**src/rtl/cpu_instr_sequencer_pkg.sv**
```systemverilog
`default_nettype none
// ============================================================================
//  Module : cpu_instr_sequencer_pkg
//  Brief  : Opcode class constants, field positions and sequencer state codes
//  Rev    : 1.0  initial release
// ============================================================================
package cpu_instr_sequencer_pkg;

    localparam int OPC_MSB = 19;
    localparam int OPC_LSB = 18;

    typedef enum logic [1:0] {
        OPC_HALT  = 2'b00,
        OPC_ARITH = 2'b01,
        OPC_LOAD  = 2'b10,
        OPC_STORE = 2'b11
    } opc_class_e;

    typedef enum logic [2:0] {
        ST_IDLE  = 3'd0,
        ST_FETCH = 3'd1,
        ST_ISSUE = 3'd2,
        ST_HOLD  = 3'd3,
        ST_DONE  = 3'd4
    } seq_state_e;

    function automatic logic is_busy_state(input seq_state_e st);
        return (st == ST_FETCH) || (st == ST_ISSUE) || (st == ST_HOLD);
    endfunction

endpackage
`default_nettype wire

```
**src/rtl/cpu_instr_sequencer_seq_prog_mem.sv**
```systemverilog
`default_nettype none
// ============================================================================
//  Module : seq_prog_mem
//  Brief  : Program store, one write port and one registered read port
//  Rev    : 1.0  initial release
// ============================================================================
module seq_prog_mem #(
    parameter int WIDTH     = 20,
    parameter int ADDR_BITS = 4
) (
    input  logic                 clk,
    input  logic                 we_i,
    input  logic [ADDR_BITS-1:0] waddr_i,
    input  logic [WIDTH-1:0]     wdata_i,
    input  logic [ADDR_BITS-1:0] raddr_i,
    output logic [WIDTH-1:0]     rdata_o
);

    // No reset on the array: the program survives a sequencer reset.
    logic [WIDTH-1:0] mem_q [2**ADDR_BITS];
    logic [WIDTH-1:0] rdata_q;

    always_ff @(posedge clk) begin
        if (we_i) begin
            mem_q[waddr_i] <= wdata_i;
        end
        rdata_q <= mem_q[raddr_i];
    end

    assign rdata_o = rdata_q;

endmodule
`default_nettype wire

```
**src/rtl/cpu_instr_sequencer.sv**
```systemverilog
`default_nettype none
// ============================================================================
//  Module : cpu_instr_sequencer
//  Brief  : Steps a loadable program store and holds each word for the CPU.
//           Define SEQ_LOOP_EN to restart at pc=0 on HALT/end of store.
//  Rev    : 1.0  initial release
// ============================================================================
module cpu_instr_sequencer
    import cpu_instr_sequencer_pkg::*;
#(
    parameter int INSTR_WIDTH    = 20,
    parameter int PROG_ADDR_BITS = 4,
    parameter int HOLD_CYCLES    = 4
) (
    input  logic                      clk,
    input  logic                      rst,
    input  logic                      prog_we,
    input  logic [PROG_ADDR_BITS-1:0] prog_addr,
    input  logic [INSTR_WIDTH-1:0]    prog_data,
    input  logic                      start,
    input  logic                      abort,
    output logic [INSTR_WIDTH-1:0]    instruction,
    output logic                      instr_strobe,
    output logic [PROG_ADDR_BITS-1:0] pc,
    output logic                      busy,
    output logic                      done
);

    localparam int CNT_W = (HOLD_CYCLES > 1) ? $clog2(HOLD_CYCLES) : 1;
    localparam logic [CNT_W-1:0]          C_HOLD_LAST = CNT_W'(HOLD_CYCLES - 1);
    localparam logic [PROG_ADDR_BITS-1:0] C_PC_MAX    = '1;

    seq_state_e                state_q, state_d;
    logic [PROG_ADDR_BITS-1:0] pc_q, pc_d;
    logic [INSTR_WIDTH-1:0]    instr_q, instr_d;
    logic [CNT_W-1:0]          cnt_q, cnt_d;
    logic                      strobe_q, strobe_d;
    logic                      busy_q, busy_d;
    logic                      done_q, done_d;
    logic                      mem_we;
    logic                      halt_word;
    logic [INSTR_WIDTH-1:0]    rd_data;
`ifdef SEQ_LOOP_EN
    logic                      wrap;
`endif

    assign mem_we    = prog_we && !is_busy_state(state_q);
    assign halt_word = (rd_data[OPC_MSB:OPC_LSB] == OPC_HALT);

    seq_prog_mem #(
        .WIDTH     (INSTR_WIDTH),
        .ADDR_BITS (PROG_ADDR_BITS)
    ) u_mem (
        .clk     (clk),
        .we_i    (mem_we),
        .waddr_i (prog_addr),
        .wdata_i (prog_data),
        .raddr_i (pc_q),
        .rdata_o (rd_data)
    );

    always_comb begin
        state_d  = state_q;
        pc_d     = pc_q;
        instr_d  = instr_q;
        cnt_d    = cnt_q;
        strobe_d = 1'b0;
`ifdef SEQ_LOOP_EN
        wrap     = 1'b0;
`endif
        case (state_q)
            ST_IDLE, ST_DONE: begin
                if (start) begin
                    state_d = ST_FETCH;
                    pc_d    = '0;
                end
            end
            ST_FETCH: state_d = ST_ISSUE;
            ST_ISSUE: begin
                if (halt_word) begin
`ifdef SEQ_LOOP_EN
                    pc_d    = '0;
                    state_d = ST_FETCH;
                    wrap    = 1'b1;
`else
                    state_d = ST_DONE;
                    instr_d = '0;
`endif
                end else begin
                    instr_d  = rd_data;
                    cnt_d    = C_HOLD_LAST;
                    strobe_d = 1'b1;
                    state_d  = ST_HOLD;
                end
            end
            ST_HOLD: begin
                if (cnt_q != '0) begin
                    cnt_d = cnt_q - 1'b1;
                end else if (pc_q == C_PC_MAX) begin
                    // Running off the end of the store behaves like a HALT.
`ifdef SEQ_LOOP_EN
                    pc_d    = '0;
                    state_d = ST_FETCH;
                    wrap    = 1'b1;
`else
                    state_d = ST_DONE;
                    instr_d = '0;
`endif
                end else begin
                    pc_d    = pc_q + 1'b1;
                    state_d = ST_FETCH;
                end
            end
            default: state_d = ST_IDLE;
        endcase

        // abort overrides everything, including a simultaneous start.
        if (abort) begin
            state_d  = ST_IDLE;
            pc_d     = '0;
            instr_d  = '0;
            cnt_d    = '0;
            strobe_d = 1'b0;
`ifdef SEQ_LOOP_EN
            wrap     = 1'b0;
`endif
        end

        busy_d = is_busy_state(state_d);
`ifdef SEQ_LOOP_EN
        done_d = wrap;
`else
        done_d = (state_d == ST_DONE);
`endif
    end

    always_ff @(posedge clk) begin
        if (!rst) begin
            state_q  <= ST_IDLE;
            pc_q     <= '0;
            instr_q  <= '0;
            cnt_q    <= '0;
            strobe_q <= 1'b0;
            busy_q   <= 1'b0;
            done_q   <= 1'b0;
        end else begin
            state_q  <= state_d;
            pc_q     <= pc_d;
            instr_q  <= instr_d;
            cnt_q    <= cnt_d;
            strobe_q <= strobe_d;
            busy_q   <= busy_d;
            done_q   <= done_d;
        end
    end

    assign instruction  = instr_q;
    assign instr_strobe = strobe_q;
    assign pc           = pc_q;
    assign busy         = busy_q;
    assign done         = done_q;

endmodule
`default_nettype wire

```
**config.mk**
```make
export PLATFORM = sky130hd
export DESIGN_NAME = cpu_instr_sequencer
export DESIGN_NICKNAME = d
export VERILOG_FILES = /design/src/rtl/cpu_instr_sequencer_pkg.sv /design/src/rtl/cpu_instr_sequencer_seq_prog_mem.sv /design/src/rtl/cpu_instr_sequencer.sv
export SDC_FILE = /design/constraint.sdc
export NUM_CORES = 1
export LEC_CHECK = 0
export CAP_MARGIN = 20
export CORE_MARGIN = 2
export CORE_UTILIZATION = 35
export DETAILED_ROUTE_END_ITERATION = 12
export PLACE_DENSITY = 0.56
export SLEW_MARGIN = 15
export SYNTH_ARGS = -nofsm -noshare
export SYNTH_HDL_FRONTEND = slang
export SYNTH_SLANG_ARGS = --single-unit
```
**constraint.sdc**
```tcl
create_clock -name clk -period 3.4 [get_ports clk]
set_input_delay 1.02 -clock clk [delete_from_list [all_inputs] [get_ports clk]]
set_output_delay 1.02 -clock clk [all_outputs]
set_load 0.005 [all_outputs]
```
==> results.yml <==
logic_synthesis:
  async_flop_share_pct: 0
  avgSynthCellArea_um2: 18.9
  synth_ff_type: "edfxtp_1"
  yosysUniqueCellTypes: 37
  yosys.area.top_type: "edfxtp_1"
  synth_common_cells: "320 x edfxtp_1, 101 x mux2i_1, 52 x dfxtp_1, 42 x a22oi_1, 40 x mux4_2"
  yosysWarnings: 0
  synth.most_common_cell: "edfxtp_1"
  syn_area_um2: 13900
  yosysSeqAreaShare_pct: 76.4
  synthTopCellsByArea: "edfxtp_1 69%, dfxtp_1 7.5%, mux2i_1 7.3%, mux4_2 6.5%, a22oi_1 2.3%"
  ys_ff_latch: 372
  synth_enable_flop_cells: 320
  synth_top_area_share_pct: 69.0
  synthCells: 738
  synth_fp_nets: 769
critical_path:
  crit_path_end_kind: "output pin"
  worstPathArrival_ps: 1910
  cp_top_family: "flip-flops"
  critical_path_class: "reg2out"
  required_ps: 2380
  r2r_start: "pc[0]"
  cp-start-kind: "flip-flop"
  worst-path-max-fanout: 20
  critPathSlowestCell: "dfxtp_2"
  max_stage_delay_ps: 760
  crit_chain: "clkdlybuf4s50_1"
  worstPathBufferInverterCount: 1
  worstSetupStartpoint: "pc[0]"
clocking:
  insertion_delay_ps: 530
  clk_pin_slew_ps: 60
  cts_setup_buffers: 0
  cts.hold.buffers_added: 0
  clockBufferDepth: 3
  cts_root_buffer: "clkbuf_16"
  post_cts_resized: 0
  cts_buffers: 39
  htree_levels: 2
  cts_tree: "done"
  cts.sinks: 372
power:
  clkPwrFrac_pct: 43.9
  p_seq_share_pct: 54.0
  net-switching-power_mw: 1.78
  power_density_nw_per_um2: 558
  power.leakage_nw: 5.04
  intPower_mw: 7.51
  vdd_drop_max_uv: 318
  p_comb_share_pct: 2.1
  netSwitchingFraction_pct: 19.1
route:
  wl_per_cell_um: 21.4
  avgViaCountPerCell: 4.96
  num_vias: 6849
  wl_um: 29500
  antenna_left: 0
  dr.pass1.iters: 4
  drc: 0
  drt_iter0_markers: 517
flow_run:
  maxCapViolCount: 0
outcome:
  outcome: "completed"
floorplanning:
  ioPinCount: 56
  die_x_um: 204
  rows: 73
  die_h_um: 204
  core_area_um2: 39500
  die-area_um2: 41400
  start_util_pct: 35.2
placement:
  place_ws_ps: 439
  gp_congestion: 0.774
  hpwlAfterDp_um: 17800
  port_buffers: 55
grt:
  grt_max_degree: 45
  grt_overflow: 0
  grt_pass1_wl_um: 44600
  grt_pass1_vias: 7091
  antenna_found_initial: 0
  track_usage_pct: 14.6
timing:
  worst_slack_ps: 466
  timing.final.crit_share_pct: 86.3
  tns_ps: 0
  finalHoldWorstSlack_ps: 445
  clock-skew-final_ps: 15.3
  finalSetupViolCount: 0
  worstMarginPinSlew_ps: 994
  drv_slew: 0
  rsz0062_at_grt: "no"
  min_period_ps: 2930
  fmax_ghz: 0.341
  hold_viol_final: 0
  max_slew_margin_pct: 33.4
layout:
  diodes: 0
  syn_to_final_growth_pct: 19.3
  final_net_count: 858
  drive_gt1_share_pct: 18.3
  nFillCells: 3459
min_path:
  hold_class: "reg2reg"
  hp-start: "u_mem.rdata_o[7]"
cell usage in the layout, fill, tap and decap left out, types with 4 or more instances in the layout:
cell type / Yosys / final
mux2i_1: 101 / 101
clkinv_1: 0 / 8
a22o_1: 18 / 18
clkbuf_16: 0 / 41
nor2_1: 21 / 8
nand3_1: 22 / 22
buf_12: 0 / 10
edfxtp_1: 320 / 320
a22oi_1: 42 / 42
nand2b_1: 6 / 6
nor2_2: 0 / 13
a21oi_1: 4 / 4
nand2_1: 11 / 11
clkdlybuf4s50_1: 0 / 55
mux4_2: 40 / 40
buf_4: 6 / 24
dfxtp_1: 52 / 48
o21ai_0: 23 / 23
clkbuf_8: 0 / 4
clkinv_2: 0 / 5
clkbuf_1: 10 / 10
metrics by stage:
step	cell area [um2]	util, %	power [mW]	std cells
2_1_floorplan	13900	-	5.17	738
3_3_place_gp	15400	38.9	5.31	1311
3_5_place_dp	15400	38.9	5.31	1311
4_1_cts	16600	42.0	9.40	1382
5_1_grt	16600	42.0	9.61	1382
6_report	16600	42.0	9.29	1382
registers in the layout, indices dropped and copies added, names as in the netlist:
| register | flops |
|---|---|
| busy | 1 |
| cnt_q | 2 |
| done | 1 |
| instr_strobe | 1 |
| instruction | 20 |
| pc | 4 |
| state_q | 3 |
| u_mem.mem_q | 320 |
| u_mem.rdata_o | 20 |
power groups by stage:
stage | sequential [mW] | combinational (mW) | clock (mW)
4_1_cts | 5.02 | 0.197 | 4.18
5_1_grt | 5.02 | 0.212 | 4.38
6_report | 5.02 | 0.192 | 4.08
3_5_place_dp | 5.11 | 0.197 | 0
3_3_place_gp | 5.11 | 0.193 | 0
2_1_floorplan | 5.11 | 0.0559 | 0
routing by layer:
layer  part of all wire, %  routed length (um)  global-route usage [%]  up-vias
li1                      -                   -                       -     3154
met5                     0                   0                       0        -
met4                   1.9                 565                    4.07        0
met1                    45               13100                    20.2     3508
met3                   5.7                1670                    2.49       43
met2                    48               14100                    23.8      144
path summary, 6_finish.rpt:
path / to / slack, ps / depth (start not counted)
setup reg to reg: u_mem.rdata_o[1] / 980 / 5
setup / recovery: pc[0] / 470 / 1
hold reg to reg: instruction[7] / 440 / 1
hold / removal: instruction[7] / 440 / 1
final cells by class:
cell class | instances | area, um2 | area share, %
clock inverters | 16 | 124 | 0.745
well taps | 525 | 657 | 3.95
multi-input cells | 323 | 3130 | 18.8
repair buffers | 89 | 931 | 5.60
flip-flops and latches | 372 | 10700 | 64.1
clock buffers | 55 | 1120 | 6.73
inverters | 2 | 7.51 | 0.0451
logic make-up after synthesis:
kind of cell               synth area share, %
buffers and inverters                     1.62
AOI/OAI and AO/OA                         4.77
and+or+nand+nor                           3.15
muxes                                     13.8
DFF                                       76.4
adders and majority gates                0.180
xor gates and xnor gates                0.0629
(Power assumes the default switching activity.)
